$ cat src/rtl/century_calendar.sv
// Century clock core: tick prescaler, sec..year calendar (2000-2099), validated load; Feb 29 in years with year[1:0]==0 only under `CENTURY_CAL_LEAP_EN`.
// Latency: fields and pulses update at the tick/load edge. No backpressure: tick and load are accepted every cycle, and load beats tick.
module century_calendar #(
  parameter int TICKS_PER_SEC = 10
) (
  input  logic       clk,
  input  logic       rst_n,
  input  logic       tick,
  input  logic       load,
  input  logic [5:0] set_sec,
  input  logic [5:0] set_min,
  input  logic [4:0] set_hour,
  input  logic [4:0] set_day,
  input  logic [3:0] set_mon,
  input  logic [6:0] set_year,
  output logic [5:0] sec,
  output logic [5:0] min,
  output logic [4:0] hour,
  output logic [4:0] day,
  output logic [3:0] mon,
  output logic [6:0] year,
  output logic       sec_tick,
  output logic       min_tick,
  output logic       day_tick,
  output logic       year_wrap,
  output logic       load_err
);

  localparam int SUB_W = (TICKS_PER_SEC > 1) ? $clog2(TICKS_PER_SEC) : 1;
  localparam logic [SUB_W-1:0] SUB_LAST = SUB_W'(TICKS_PER_SEC - 1);

  logic [SUB_W-1:0] sub;
  logic             cur_leap, set_leap;
  logic             sec_wrap, min_wrap, hour_wrap, day_wrap, mon_wrap, yr_wrap;
  logic             sec_adv, load_ok;

  function automatic logic [4:0] days_in_month(input logic [3:0] m, input logic leap);
    case (m)
      4'd2:                    return leap ? 5'd29 : 5'd28;
      4'd4, 4'd6, 4'd9, 4'd11: return 5'd30;
      default:                 return 5'd31;
    endcase
  endfunction

`ifdef CENTURY_CAL_LEAP_EN
  assign cur_leap = (year[1:0] == 2'b00);
  assign set_leap = (set_year[1:0] == 2'b00);
`else
  assign cur_leap = 1'b0;
  assign set_leap = 1'b0;
`endif

  // Each wrap term already includes every lower wrap, so the cascade is one level of AND per field.
  always_comb begin
    sec_adv   = tick && !load && (sub == SUB_LAST);
    sec_wrap  = (sec == 6'd59);
    min_wrap  = sec_wrap && (min == 6'd59);
    hour_wrap = min_wrap && (hour == 5'd23);
    day_wrap  = hour_wrap && (day == days_in_month(mon, cur_leap));
    mon_wrap  = day_wrap && (mon == 4'd12);
    yr_wrap   = mon_wrap && (year == 7'd99);
    load_ok   = (set_sec <= 6'd59) && (set_min <= 6'd59) && (set_hour <= 5'd23) &&
                (set_mon >= 4'd1) && (set_mon <= 4'd12) && (set_year <= 7'd99) &&
                (set_day >= 5'd1) && (set_day <= days_in_month(set_mon, set_leap));
  end

  always_ff @(posedge clk or negedge rst_n) begin
    if (!rst_n) begin
      sub       <= '0;
      sec       <= 6'd0;
      min       <= 6'd0;
      hour      <= 5'd0;
      day       <= 5'd1;
      mon       <= 4'd1;
      year      <= 7'd0;
      sec_tick  <= 1'b0;
      min_tick  <= 1'b0;
      day_tick  <= 1'b0;
      year_wrap <= 1'b0;
      load_err  <= 1'b0;
    end else begin
      sec_tick  <= 1'b0;
      min_tick  <= 1'b0;
      day_tick  <= 1'b0;
      year_wrap <= 1'b0;
      load_err  <= 1'b0;
      if (load) begin
        // A rejected load still swallows a coincident tick.
        if (load_ok) begin
          sub  <= '0;
          sec  <= set_sec;
          min  <= set_min;
          hour <= set_hour;
          day  <= set_day;
          mon  <= set_mon;
          year <= set_year;
        end else begin
          load_err <= 1'b1;
        end
      end else if (tick) begin
        sub <= (sub == SUB_LAST) ? '0 : sub + 1'b1;
      end

      if (sec_adv) begin
        sec_tick  <= 1'b1;
        min_tick  <= sec_wrap;
        day_tick  <= hour_wrap;
        year_wrap <= yr_wrap;
        sec       <= sec_wrap ? 6'd0 : sec + 6'd1;
        if (sec_wrap)  min  <= min_wrap  ? 6'd0 : min + 6'd1;
        if (min_wrap)  hour <= hour_wrap ? 5'd0 : hour + 5'd1;
        if (hour_wrap) day  <= day_wrap  ? 5'd1 : day + 5'd1;
        if (day_wrap)  mon  <= mon_wrap  ? 4'd1 : mon + 4'd1;
        if (mon_wrap)  year <= yr_wrap   ? 7'd0 : year + 7'd1;
      end
    end
  end

endmodule

$ cat config.mk
export PLATFORM = sky130hd
export DESIGN_NAME = century_calendar
export DESIGN_NICKNAME = d
export VERILOG_FILES = /design/src/rtl/century_calendar.sv
export SDC_FILE = /design/constraint.sdc
export NUM_CORES = 1
export LEC_CHECK = 0
export BUFFER_PORTS_ARGS = -buffer_cell sky130_fd_sc_hd__buf_2
export CORE_UTILIZATION = 47
export DETAILED_ROUTE_END_ITERATION = 8
export PLACE_DENSITY = 0.87
export SLEW_MARGIN = 25
export SYNTH_ARGS = -nofsm -noshare
export SYNTH_HDL_FRONTEND = slang
export SYNTH_SLANG_ARGS = --single-unit
$ cat constraint.sdc
create_clock -name clk -period 2.4 [get_ports clk]
set_input_delay 0 -clock clk [delete_from_list [all_inputs] [get_ports clk]]
set_output_delay 0 -clock clk [all_outputs]
set_load 0.01 [all_outputs]
==> results.md, run 1 <==
* FF-to-FF End: mon[2]$_DFF_PN0_
* Sw Share at 0.374
* Ant. Diodes at 0
* RSZ-0062 raised after global routing: false
* Routed Antenna Nets at 0
* Clock power frac at 0.208
* Hold WC Path Type: in2reg
* Die width at 77.5 µm
* Worst Hold Path EP: sec[2]$_DFFE_PN0P_
* Max Buffers Root-to-Sink at 2
* FF-to-FF path depth at 7
* Area after DPL at 3170 µm²
* Vias at roughly 2,800
* CORE AREA at 5510 µm²
* Worst Path Required at 2.59 ns
* YS warnings at 0
* Initial antenna violation count at 0
* Worst-path cell chain: ha_1 -> nand3b_4 -> or4_4 -> and4bb_4 -> a21oi_2 -> a21o_1 -> a221o_1
* Failing checks: negative hold slack
* R2r setup slk at 0.09 ns
* Synth Instances at 300
* Number of post-CTS setup repair buffers at 0
* CTS root buffer: clkbuf_8
* Int Power at 1.45 mW
* WL final at about 7400 µm
* Comb pwr share at 0.333
* Number of global-route vias before repair at 2,680
* Hold Path Origin: set_sec[2]
* Vias per inst at roughly 5.9
* Num Clock Sinks at 42
* Final Cell Area at 3450 µm²
* Seq. cell area at 1050 µm²
* Sequential Power Share at 0.458
* Gpl congestion at 0.895
* Synth area leaders: dfrtp_1 37%, ha_1 6.1%, o21ai_0 4.9%
* Clock Latency Late Sink at 0.30 ns
* Post-DP HPWL at 5400 µm
* Startpoint Class: flop
* Worst R2R Start: sec[1]$_DFFE_PN0P_
* Worst stage delay on the critical path at 0.56 ns
* Final hold violations at 1
* # H-tree levels at 2
* Worst EP arrival at 2.49 ns
* Critical path peak fanout at 6
* CP Capture Type: flop
* Sequential share of the synthesized area at 0.394
* Drt first pass iters at 5
* Worst slew pin tran at 0.553 ns
* Max-cap violation count at 0
* Post-synth top area cell: dfrtp_1
* GR Util All Layers at 0.252
* Avg Cell Area, Syn at 8.92 µm²
* Top cells by count, synth: 40 x dfrtp_1, 32 x nand2_1, 26 x o21ai_0, 24 x nor2_1, 19 x nand3_1
* Clock Pin Slew Worst Setup and Hold Paths at 0.08 ns
* Crit path kind: reg2reg
* Top-count cell post-synth: dfrtp_1
* Initial core utilization at 0.486
* Seq cells post-synth at 42
* # IOs at 75
* Max Slew Vio Count at 0
* CTS tree: yes
* Fin crit period at 2.31 ns
* Post-Synthesis Net Count at 350
* Synthesized area at 2680 µm²
* Status: complete, but fails checks
* Slew margin rel. at 0.627
* Synth top area share at 0.374
* Largest net degree at the start of global routing at 43
* Final cycle utilization of the critical path at 0.962
* Hold Crit Depth at 3
* Area grow syn2layout at 28.8%
* Synth async-reset ratio at 1.00
* NetSw at a little under 0.9 mW
* Site row count at 27
* IO buf count at 74
* First-pass GRT wire length at 12,100 µm
* Die height at 77.5 µm
* VDD IR max at 0.000412 V
* Hold_ws at -0.00209 ns
* Total CTS buffers at 5
* Layout fillers at 470
* Die Area at 6000 µm²
* # nets final at around 450
* Finish-stage setup viols at 0
* Number of synthesized flops with an enable pin at 0
* Worst Skew at 0.00843 ns
* Routed wire per std cell at between 15 and 20 µm
* Layout cells sized above 1 at 0.278
* Area of the multi-input gates at 1500 µm²
* Iter 0 DRT Violations at 225
* DRC viols at 0
* Distinct cells, synth at 55
* Grt ovf at 0
* Fmax at 433 MHz
* Slowest cell on the critical path: or4_4
* Static leakage at 1.63 nW
* Pwr/cell area at ~670 nW/µm²
* Top FF cell, synth: dfrtp_1
* Core Util, Final at 0.626
## worst max-delay path: cells and delay by family, from the launching register on
kind | cells | cell delay, ns
flip-flops | 1 | 0.40
AO/OA/AOI/OAI | 3 | 0.51
AND/OR/NAND/NOR | 3 | 1.04
adder cells (fa/ha/maj) | 1 | 0.24
## timing repair
action	CTS	global route
setup endpoints to repair	0	9
endpoints found under the hold margin	56	0
resized for setup	0	5
hold buffers	17	0
## registers in the layout (all words and copies together) (netlist names)
| name | flops |
|---|---|
| year | 7 |
| min | 6 |
| sec | 6 |
| day | 5 |
| hour | 5 |
| mon | 4 |
| sub | 4 |
| day_tick | 1 |
| load_err | 1 |
| min_tick | 1 |
| sec_tick | 1 |
| year_wrap | 1 |
## final cells by class
class | count | share of cell area
Clock inverter | 2 | 0.00363
Multi-Input combinational cell | 231 | 0.434
Timing Repair Buffer | 105 | 0.188
Sequential cell | 42 | 0.306
Tap cell | 72 | 0.0261
Inverter | 17 | 0.0185
Clock buffer | 6 | 0.0240
## worst max path at each step
stage                            start          endpoint  slack [ns]  cells past startpoint
floorplan             mon[0]$_DFF_PN1_  mon[2]$_DFF_PN0_        0.08                     10
global placement            set_mon[3]  min[2]$_DFF_PN0_        0.03                     10
detailed placement          set_mon[3]  min[5]$_DFF_PN0_       -0.02                     10
CTS                   mon[0]$_DFF_PN1_  day[3]$_DFF_PN0_      0.0003                      9
global route        sec[1]$_DFFE_PN0P_  day[3]$_DFF_PN0_       0.003                      7
finish              sec[1]$_DFFE_PN0P_  mon[2]$_DFF_PN0_        0.09                      7
## layer usage
layer / part of all wire / wire length, µm / global-route usage / up-vias
li1: - / - / - / 1327
met1: 0.44 / 3230 / 0.323 / 1343
met2: 0.48 / 3560 / 0.435 / 131
met3: 0.068 / 501 / 0.0318 / 11
met4: 0.017 / 126 / 0.0906 / 0
met5: 0 / 0 / 0 / -
## cell usage in the layout, fill, tap and decap left out, types with 4 or more instances in the layout
cell	instances
o311ai_0	7
o21ai_0	26
nand4_1	9
and3_1	6
mux2i_1	11
nand2_1	31
ha_1	13
dfrtp_1	40
o211ai_1	4
nor2_1	23
nand3_1	19
buf_2	73
clkbuf_8	6
buf_4	15
o22ai_1	5
a22oi_1	5
nor2b_1	7
inv_1	16
dlygate4sd3_1	17
a21oi_1	11
a31oi_1	8
## cell families (layout without fill, tap and decap cells)
| kind of cell | Yosys count | in the layout | synth area share |
|---|---|---|---|
| and+or+nand+nor | 124 | 124 | 0.248 |
| AOI/OAI and AO/OA | 83 | 83 | 0.201 |
| DFF | 42 | 42 | 0.394 |
| buffers and inverters | 27 | 130 | 0.0556 |
| adders and majority gates | 13 | 13 | 0.0608 |
| muxes | 11 | 11 | 0.0411 |
## power groups by stage
stage | logic, mW | clock network [mW] | registers [mW]
final | 0.772 | 0.482 | 1.06
after global routing | 0.852 | 0.526 | 1.08
after CTS | 0.764 | 0.490 | 1.05
after detailed placement | 0.738 | 0 | 1.06
after global placement | 0.708 | 0 | 1.05
after floorplan | 0.362 | 0 | 1.09
## stage by stage
stage / setup slack [ns] / TNS, ns / total power, mW / cells
after detailed placement: -0.0215 / -0.0331 / 1.80 / 450
after floorplan: 0.0771 / 0 / 1.45 / 300
final: 0.0920 / 0 / 2.31 / 475
after global routing: 0.00335 / 0 / 2.46 / 475
after CTS: 0.000287 / 0 / 2.30 / 475
after global placement: 0.0346 / 0 / 1.76 / 450
No activity file was read; power rests on OpenSTA's default activity.
==> run 2: changes to the inputs <==
--- a/config.mk
+++ b/config.mk
@@ -6,9 +6,10 @@
 export NUM_CORES = 1
 export LEC_CHECK = 0
 export BUFFER_PORTS_ARGS = -buffer_cell sky130_fd_sc_hd__buf_2
-export CORE_UTILIZATION = 47
+export CORE_UTILIZATION = 40
+export CTS_BUF_LIST = sky130_fd_sc_hd__clkbuf_2
 export DETAILED_ROUTE_END_ITERATION = 8
-export PLACE_DENSITY = 0.87
+export PLACE_DENSITY = 0.77
 export SLEW_MARGIN = 25
 export SYNTH_ARGS = -nofsm -noshare
 export SYNTH_HDL_FRONTEND = slang
==> results.md, run 2 (synthesis gave the netlist of run 1 again) <==
* Clock Pin Slew Worst Setup and Hold Paths at 0.21 ns (was 0.08 ns)
* Hold WC Path Type: in2reg (unchanged)
* Hold Crit Depth at 4 (was 3)
* Worst Path Required at 2.68 ns (was 2.59 ns)
* Final cycle utilization of the critical path at 0.947 (was 0.962)
* Pwr/cell area at 601 nW/µm² (was 672 nW/µm²)
* Crit path kind: reg2reg (unchanged)
* Startpoint Class: flop (unchanged)
* Max Slew Vio Count at 0 (unchanged)
* # IOs at 75 (unchanged)
* Num Clock Sinks at 42 (unchanged)
* Status: complete, no violations (was complete, but fails checks)
* Max FFs per register at 7 (unchanged)
* Worst path buffer plus inverter count at 2 (was 0)
* Worst R2R Start: sub[1]$_DFFE_PN0P_ (was sec[1]$_DFFE_PN0P_)
* Top flop regs: year (7), min (6), sec (6) (unchanged)
* Slew margin rel. at 0.588 (was 0.627)
* Most used cell, CP: inv_1
* Layout cells sized above 1 at 0.278 (about the same)
* Hold_ws at 0.0212 ns (was -0.00209 ns)
* Sequential Power Share at 0.480 (was 0.458)
* Final hold violations at 0 (was 1)
* Area grow syn2layout at 35.3% (was 28.8%)
* Total CTS buffers at 5 (unchanged)
* Worst stage delay on the critical path at 0.47 ns (was 0.56 ns)
* CTS tree: yes (unchanged)
* Static leakage at 1.71 nW (was 1.63 nW)
* NetSw at 0.846 mW (was 0.867 mW)
* CTS root buffer: clkbuf_2 (was clkbuf_8)
* # H-tree levels at 2 (unchanged)
* Setup WS pre-CTS at -0.0536 ns (was -0.0215 ns)
* Vias at 2,779 (was 2,812)
* Most common cell after layout, fill and taps aside: buf_2 (unchanged)
* CP delay by family, top: compound AO/OA/AOI/OAI gates (was simple AND/OR/NAND/NOR gates)
* Drt first pass iters at 4 (was 5)
* Fin crit period at 2.27 ns (was 2.31 ns)
* Max Buffers Root-to-Sink at 2 (unchanged)
* Grt ovf at 0 (unchanged)
* VDD IR max at 0.000310 V (was 0.000412 V)
* Worst-path cell chain: inv_1 -> ha_1 -> nand3b_1 -> or2_2 -> inv_1 -> o21ai_0 -> o311ai_0 (was ha_1 -> nand3b_4 -> or4_4 -> and4bb_4 -> a21oi_2 -> a21o_1 -> a221o_1)
* Setup crit start: sub[1]$_DFFE_PN0P_ (was sec[1]$_DFFE_PN0P_)
* Iter 0 DRT Violations at 204 (was 225)
* Vias per inst at 5.55 (was 5.92)
* Non-Filler Instances at 501 (was 475)
* # nets final at 473 (was 452)
* Worst path depth at 7 (unchanged)
* Int Power at 1.33 mW (was 1.45 mW)
* Number of global-route vias before repair at 2,621 (was 2,680)
* Worst slew pin tran at 0.611 ns (was 0.553 ns)
* Routed Antenna Nets at 0 (unchanged)
* Worst Skew at 0.0135 ns (was 0.00843 ns)
* Clock power frac at 0.138 (was 0.208)
* Die height at 83.8 µm (was 77.5 µm)
* Die width at 83.8 µm (was 77.5 µm)
* Final WS setup at 0.127 ns (was 0.0920 ns)
* Ant. Diodes at 0 (unchanged)
* Initial antenna violation count at 0 (unchanged)
* R2r setup slk at 0.13 ns (was 0.09 ns)
* Clock Latency Late Sink at 0.41 ns (was 0.30 ns)
* Initial core utilization at 0.419 (was 0.486)
* Die Area at 7020 µm² (was 6000 µm²)
* Largest net degree at the start of global routing at 43 (unchanged)
* Placed cells at 457 (was 450)
* Comb pwr share at 0.382 (was 0.333)
* Slowest cell on the critical path: dfrtp_1 (was or4_4)
* Max-cap violation count at 0 (unchanged)
* FF-to-FF path depth at 7 (unchanged)
* Most flops, register: year (unchanged)
* Routed wire per std cell at 15.0 µm (was 15.6 µm)
* CP Capture Type: flop (unchanged)
* CORE AREA at 6390 µm² (was 5510 µm²)
* GR Util All Layers at 0.221 (was 0.252)
* Area of the multi-input gates at 1520 µm² (was 1500 µm²)
* RSZ-0062 raised after global routing: false (unchanged)
* Layout fillers at 567 (was 470)
* Fmax at 440 MHz (was 433 MHz)
* Commonest cells after routing, fill and taps aside: 73 x buf_2, 40 x dfrtp_1, 34 x dlygate4sd3_1 (was 73 x buf_2, 40 x dfrtp_1, 31 x nand2_1)
* DRC viols at 0 (unchanged)
* Gpl congestion at 0.895 (about the same)
* CP endpoint: sec[2]$_DFFE_PN0P_ (was mon[2]$_DFF_PN0_)
* Seq. cell area at 1050 µm² (unchanged)
* Sw Share at 0.389 (was 0.374)
* Site row count at 29 (was 27)
* Worst EP arrival at 2.56 ns (was 2.49 ns)
* FF-to-FF End: sec[2]$_DFFE_PN0P_ (was mon[2]$_DFF_PN0_)
* WL final at 7500 µm (was 7420 µm)
* IO buf count at 74 (unchanged)
* First-pass GRT wire length at 12,600 µm (was 12,100 µm)
* Finish-stage setup viols at 0 (unchanged)
* Post-DP HPWL at 5470 µm (was 5400 µm)
* Critical path peak fanout at 7 (was 6)
==> run 2: through the flow <==
step           power [mW]  utilization  TNS (ns)  cell area [µm²]
5_1_grt              2.34        0.567         0             3620
4_1_cts              2.16        0.561         0             3580
3_5_place_dp         1.81        0.499    -0.170             3190
3_3_place_gp         1.78        0.499         0             3190
2_1_floorplan        1.45            -         0             2680
6_report             2.18        0.567         0             3620
==> run 2: worst register-to-register path, cell delays in order (launching register included) <==
cell,delay [ns]
dfrtp_1,0.47
inv_1,0.08
ha_1,0.14
nand3b_1,0.10
or2_2,0.36
inv_1,0.25
o21ai_0,0.30
o311ai_0,0.46
==> run 2: timing repair <==
item                                   CTS  global route
gates resized for setup                  1            10
setup endpoints to repair                1            10
hold buffers                            34             0
endpoints found under the hold margin   76             0
pin swaps                                1             2
setup buffers                            2             0
==> run 2: power groups by stage <==
stage | registers [mW] | logic, mW | clock network [mW]
CTS | 1.04 | 0.812 | 0.308
detailed placement | 1.05 | 0.760 | 0
finish | 1.04 | 0.833 | 0.300
global placement | 1.05 | 0.736 | 0
floorplan | 1.09 | 0.362 | 0
global route | 1.07 | 0.927 | 0.338
==> run 2: metal layers <==
layer,share of wire,vias to the layer above,GRT usage
met5,0,-,0
met4,0.017,0,0.0601
met3,0.050,11,0.0425
met2,0.48,97,0.361
met1,0.45,1309,0.300
li1,-,1362,-
==> run 2: worst min path at each step <==
| stage | from | endpoint |
|---|---|---|
| 2_1_floorplan | rst_n | day[1]$_DFF_PN0_ |
| 3_3_place_gp | rst_n | mon[3]$_DFF_PN0_ |
| 3_5_place_dp | rst_n | mon[1]$_DFF_PN0_ |
| 4_1_cts | set_mon[1] | load_err$_DFF_PN0_ |
| 5_1_grt | tick | sub[0]$_DFFE_PN0P_ |
| 6_report | set_mon[1] | load_err$_DFF_PN0_ |
==> run 2: area by class of cell <==
cell class | count | area share
Clock inverter | 2 | 0.00242
Multi-Input combinational cell | 231 | 0.420
Timing Repair Buffer | 126 | 0.234
Clock buffer | 6 | 0.00829
Sequential cell | 42 | 0.291
Inverter | 17 | 0.0176
Tap cell | 77 | 0.0266
==> run 3: changes to the inputs <==
--- a/config.mk
+++ b/config.mk
@@ -9,7 +9,7 @@
 export CORE_UTILIZATION = 40
 export CTS_BUF_LIST = sky130_fd_sc_hd__clkbuf_2
 export DETAILED_ROUTE_END_ITERATION = 8
-export PLACE_DENSITY = 0.77
+export PLACE_DENSITY = 0.75
 export SLEW_MARGIN = 25
 export SYNTH_ARGS = -nofsm -noshare
 export SYNTH_HDL_FRONTEND = slang
==> constraint.sdc (replaced) <==
create_clock -name clk -period 2.3 [get_ports clk]
set_input_delay 0 -clock clk [delete_from_list [all_inputs] [get_ports clk]]
set_output_delay 0 -clock clk [all_outputs]
set_load 0.01 [all_outputs]
==> results.md, run 3 (synthesis gave the netlist of run 1 again) <==
* Slew margin rel. at 0.614 (was 0.588)
* Final Cell Area at 3780 µm² (was 3620 µm²)
* Routed wire per std cell at 15.0 µm (about the same)
* First-pass GRT wire length at 12,400 µm (was 12,600 µm)
* Site row count at 29 (unchanged)
* Number of global-route vias before repair at 2,724 (was 2,621)
* Most flops, register: year (unchanged)
* Layout cells sized above 1 at 0.302 (was 0.278)
* Gpl congestion at 0.870 (was 0.895)
* RSZ-0062 raised after global routing: true (was false)
* CTS root buffer: clkbuf_2 (unchanged)
* Total CTS buffers at 5 (unchanged)
* Seq. cell area at 1050 µm² (unchanged)
* Most common cell after layout, fill and taps aside: buf_2 (unchanged)
* Layout fillers at 572 (was 567)
* Max FFs per register at 7 (unchanged)
* Fmax at 438 MHz (was 440 MHz)
* Worst Skew at 0.0212 ns (was 0.0135 ns)
* Max Buffers Root-to-Sink at 2 (unchanged)
* CORE AREA at 6390 µm² (unchanged)
* Max Slew Vio Count at 0 (unchanged)
* DRC viols at 0 (unchanged)
* Iter 0 DRT Violations at 175 (was 204)
* FF-to-FF End: year[3]$_DFF_PN0_ (was sec[2]$_DFFE_PN0P_)
* Routed Antenna Nets at 0 (unchanged)
* Fin crit period at 2.28 ns (was 2.27 ns)
* Area grow syn2layout at 41.1% (was 35.3%)
* Final hold violations at 0 (unchanged)
* Max-cap violation count at 0 (unchanged)
* # H-tree levels at 2 (unchanged)
* Initial antenna violation count at 0 (unchanged)
* Largest net degree at the start of global routing at 43 (unchanged)
* CP endpoint: year[3]$_DFF_PN0_ (was sec[2]$_DFFE_PN0P_)
* Static leakage at 1.80 nW (was 1.71 nW)
* Worst slew pin tran at 0.573 ns (was 0.611 ns)
* Area of the multi-input gates at 1520 µm² (about the same)
* IO buf count at 74 (unchanged)
* Status: complete, no violations (unchanged)
* Startpoint Class: flop (unchanged)
* GR Util All Layers at 0.220 (was 0.221)
* WL final at 7810 µm (was 7500 µm)
* Vias at 2,964 (was 2,779)
* Setup TNS at 0 ns (unchanged)
* Hold WC Path Type: in2reg (unchanged)
* Worst R2R Start: min[1]$_DFF_PN0_ (was sub[1]$_DFFE_PN0P_)
* # IOs at 75 (unchanged)
* Final cycle utilization of the critical path at 0.992 (was 0.947)
* Vias per inst at 5.70 (was 5.55)
* # nets final at 492 (was 473)
* Clock Latency Late Sink at 0.42 ns (was 0.41 ns)
* Area after DPL at 3290 µm² (was 3190 µm²)
* Initial core utilization at 0.419 (unchanged)
* Die height at 83.8 µm (unchanged)
* Num Clock Sinks at 42 (unchanged)
* Setup crit start: min[1]$_DFF_PN0_ (was sub[1]$_DFFE_PN0P_)
* VDD IR max at 0.000428 V (was 0.000310 V)
* Crit path kind: reg2reg (unchanged)
* Worst Path Required at 2.61 ns (was 2.68 ns)
* Drt first pass iters at 4 (unchanged)
* Commonest cells after routing, fill and taps aside: 74 x buf_2, 40 x dfrtp_1, 37 x dlygate4sd3_1 (was 73 x buf_2, 40 x dfrtp_1, 34 x dlygate4sd3_1)
* Grt ovf at 0 (unchanged)
* R2r setup slk at 0.02 ns (was 0.13 ns)
* Hold Crit Depth at 4 (unchanged)
* Ant. Diodes at 0 (unchanged)
* Finish-stage setup viols at 0 (unchanged)
* Pwr/cell area at 619 nW/µm² (was 601 nW/µm²)
* FF-to-FF path depth at 7 (unchanged)
* CTS tree: yes (unchanged)
* Die Area at 7020 µm² (unchanged)
* CP Capture Type: flop (unchanged)
* Post-DP HPWL at 5480 µm (was 5470 µm)
* Critical path peak fanout at 9 (was 7)
* Clock Pin Slew Worst Setup and Hold Paths at 0.22 ns (was 0.21 ns)
* Top flop regs: year (7), min (6), sec (6) (unchanged)
* Worst EP arrival at 2.59 ns (was 2.56 ns)
* Die width at 83.8 µm (unchanged)
run 3: cell types whose count changed in the layout (fill, tap and decap cells not counted), sizes merged:
cell,before,now
buf,92,108
dlygate4sd3,34,37
clkbuf,6,5
clkinvlp,0,1
run 3: layout make-up:
type	count	area share
Inverter	17	0.0179
Sequential cell	42	0.279
Multi-Input combinational cell	231	0.401
Clock buffer	5	0.00662
Tap cell	77	0.0255
Clock inverter	3	0.00298
Timing Repair Buffer	145	0.267
run 3: what timing repair did:
action,in CTS,in global routing
hold buffers,37,0
cloned,0,1
pin swaps,0,3
setup buffers,0,4
resized for setup,3,13
hold endpoints to repair,77,0
endpoints found under the setup margin,7,25
run 3: power breakdown:
| group | internal, mW | switching (mW) | leakage, nW |
|---|---|---|---|
| logic | 0.474 | 0.470 | 1.26 |
| registers | 0.890 | 0.192 | 0.518 |
| clock network | 0.0649 | 0.248 | 0.0255 |
| total | 1.43 | 0.910 | 1.80 |
run 3: critical path, cell delays in order (launching register included):
cell and delay, ns:
dfrtp_1 0.42, ha_2 0.18, nand3b_1 0.12, or4_4 0.54, and4bb_4 0.41, and2_4 0.22, mux2i_1 0.19, a21oi_1 0.09
run 3: worst min path at each step:
| stage | start | end |
|---|---|---|
| after floorplan | rst_n | day[1]$_DFF_PN0_ |
| after global placement | rst_n | day[2]$_DFF_PN0_ |
| after detailed placement | rst_n | day[2]$_DFF_PN0_ |
| after CTS | set_mon[2] | load_err$_DFF_PN0_ |
| after global routing | set_mon[2] | load_err$_DFF_PN0_ |
| final | set_mon[2] | load_err$_DFF_PN0_ |
run 3: routing by layer:
| metal | track usage | vias up | share of wire |
|---|---|---|---|
| li1 | - | 1408 | - |
| met1 | 0.283 | 1424 | 0.44 |
| met2 | 0.374 | 120 | 0.49 |
| met3 | 0.0415 | 12 | 0.063 |
| met5 | 0 | - | 0 |
| met4 | 0.0678 | 0 | 0.013 |
run 3: per-stage QoR:
stage	hold WS (ns)	setup WS [ns]	utilization	cells	power, mW
floorplan	-0.296	0.000317	-	300	1.52
global placement	0.208	0.0448	0.515	470	1.91
detailed placement	0.211	-0.0438	0.515	470	1.93
CTS	0.00498	0.00696	0.580	515	2.29
global route	0.0781	-0.0653	0.591	520	2.49
finish	0.0344	0.0173	0.591	520	2.34
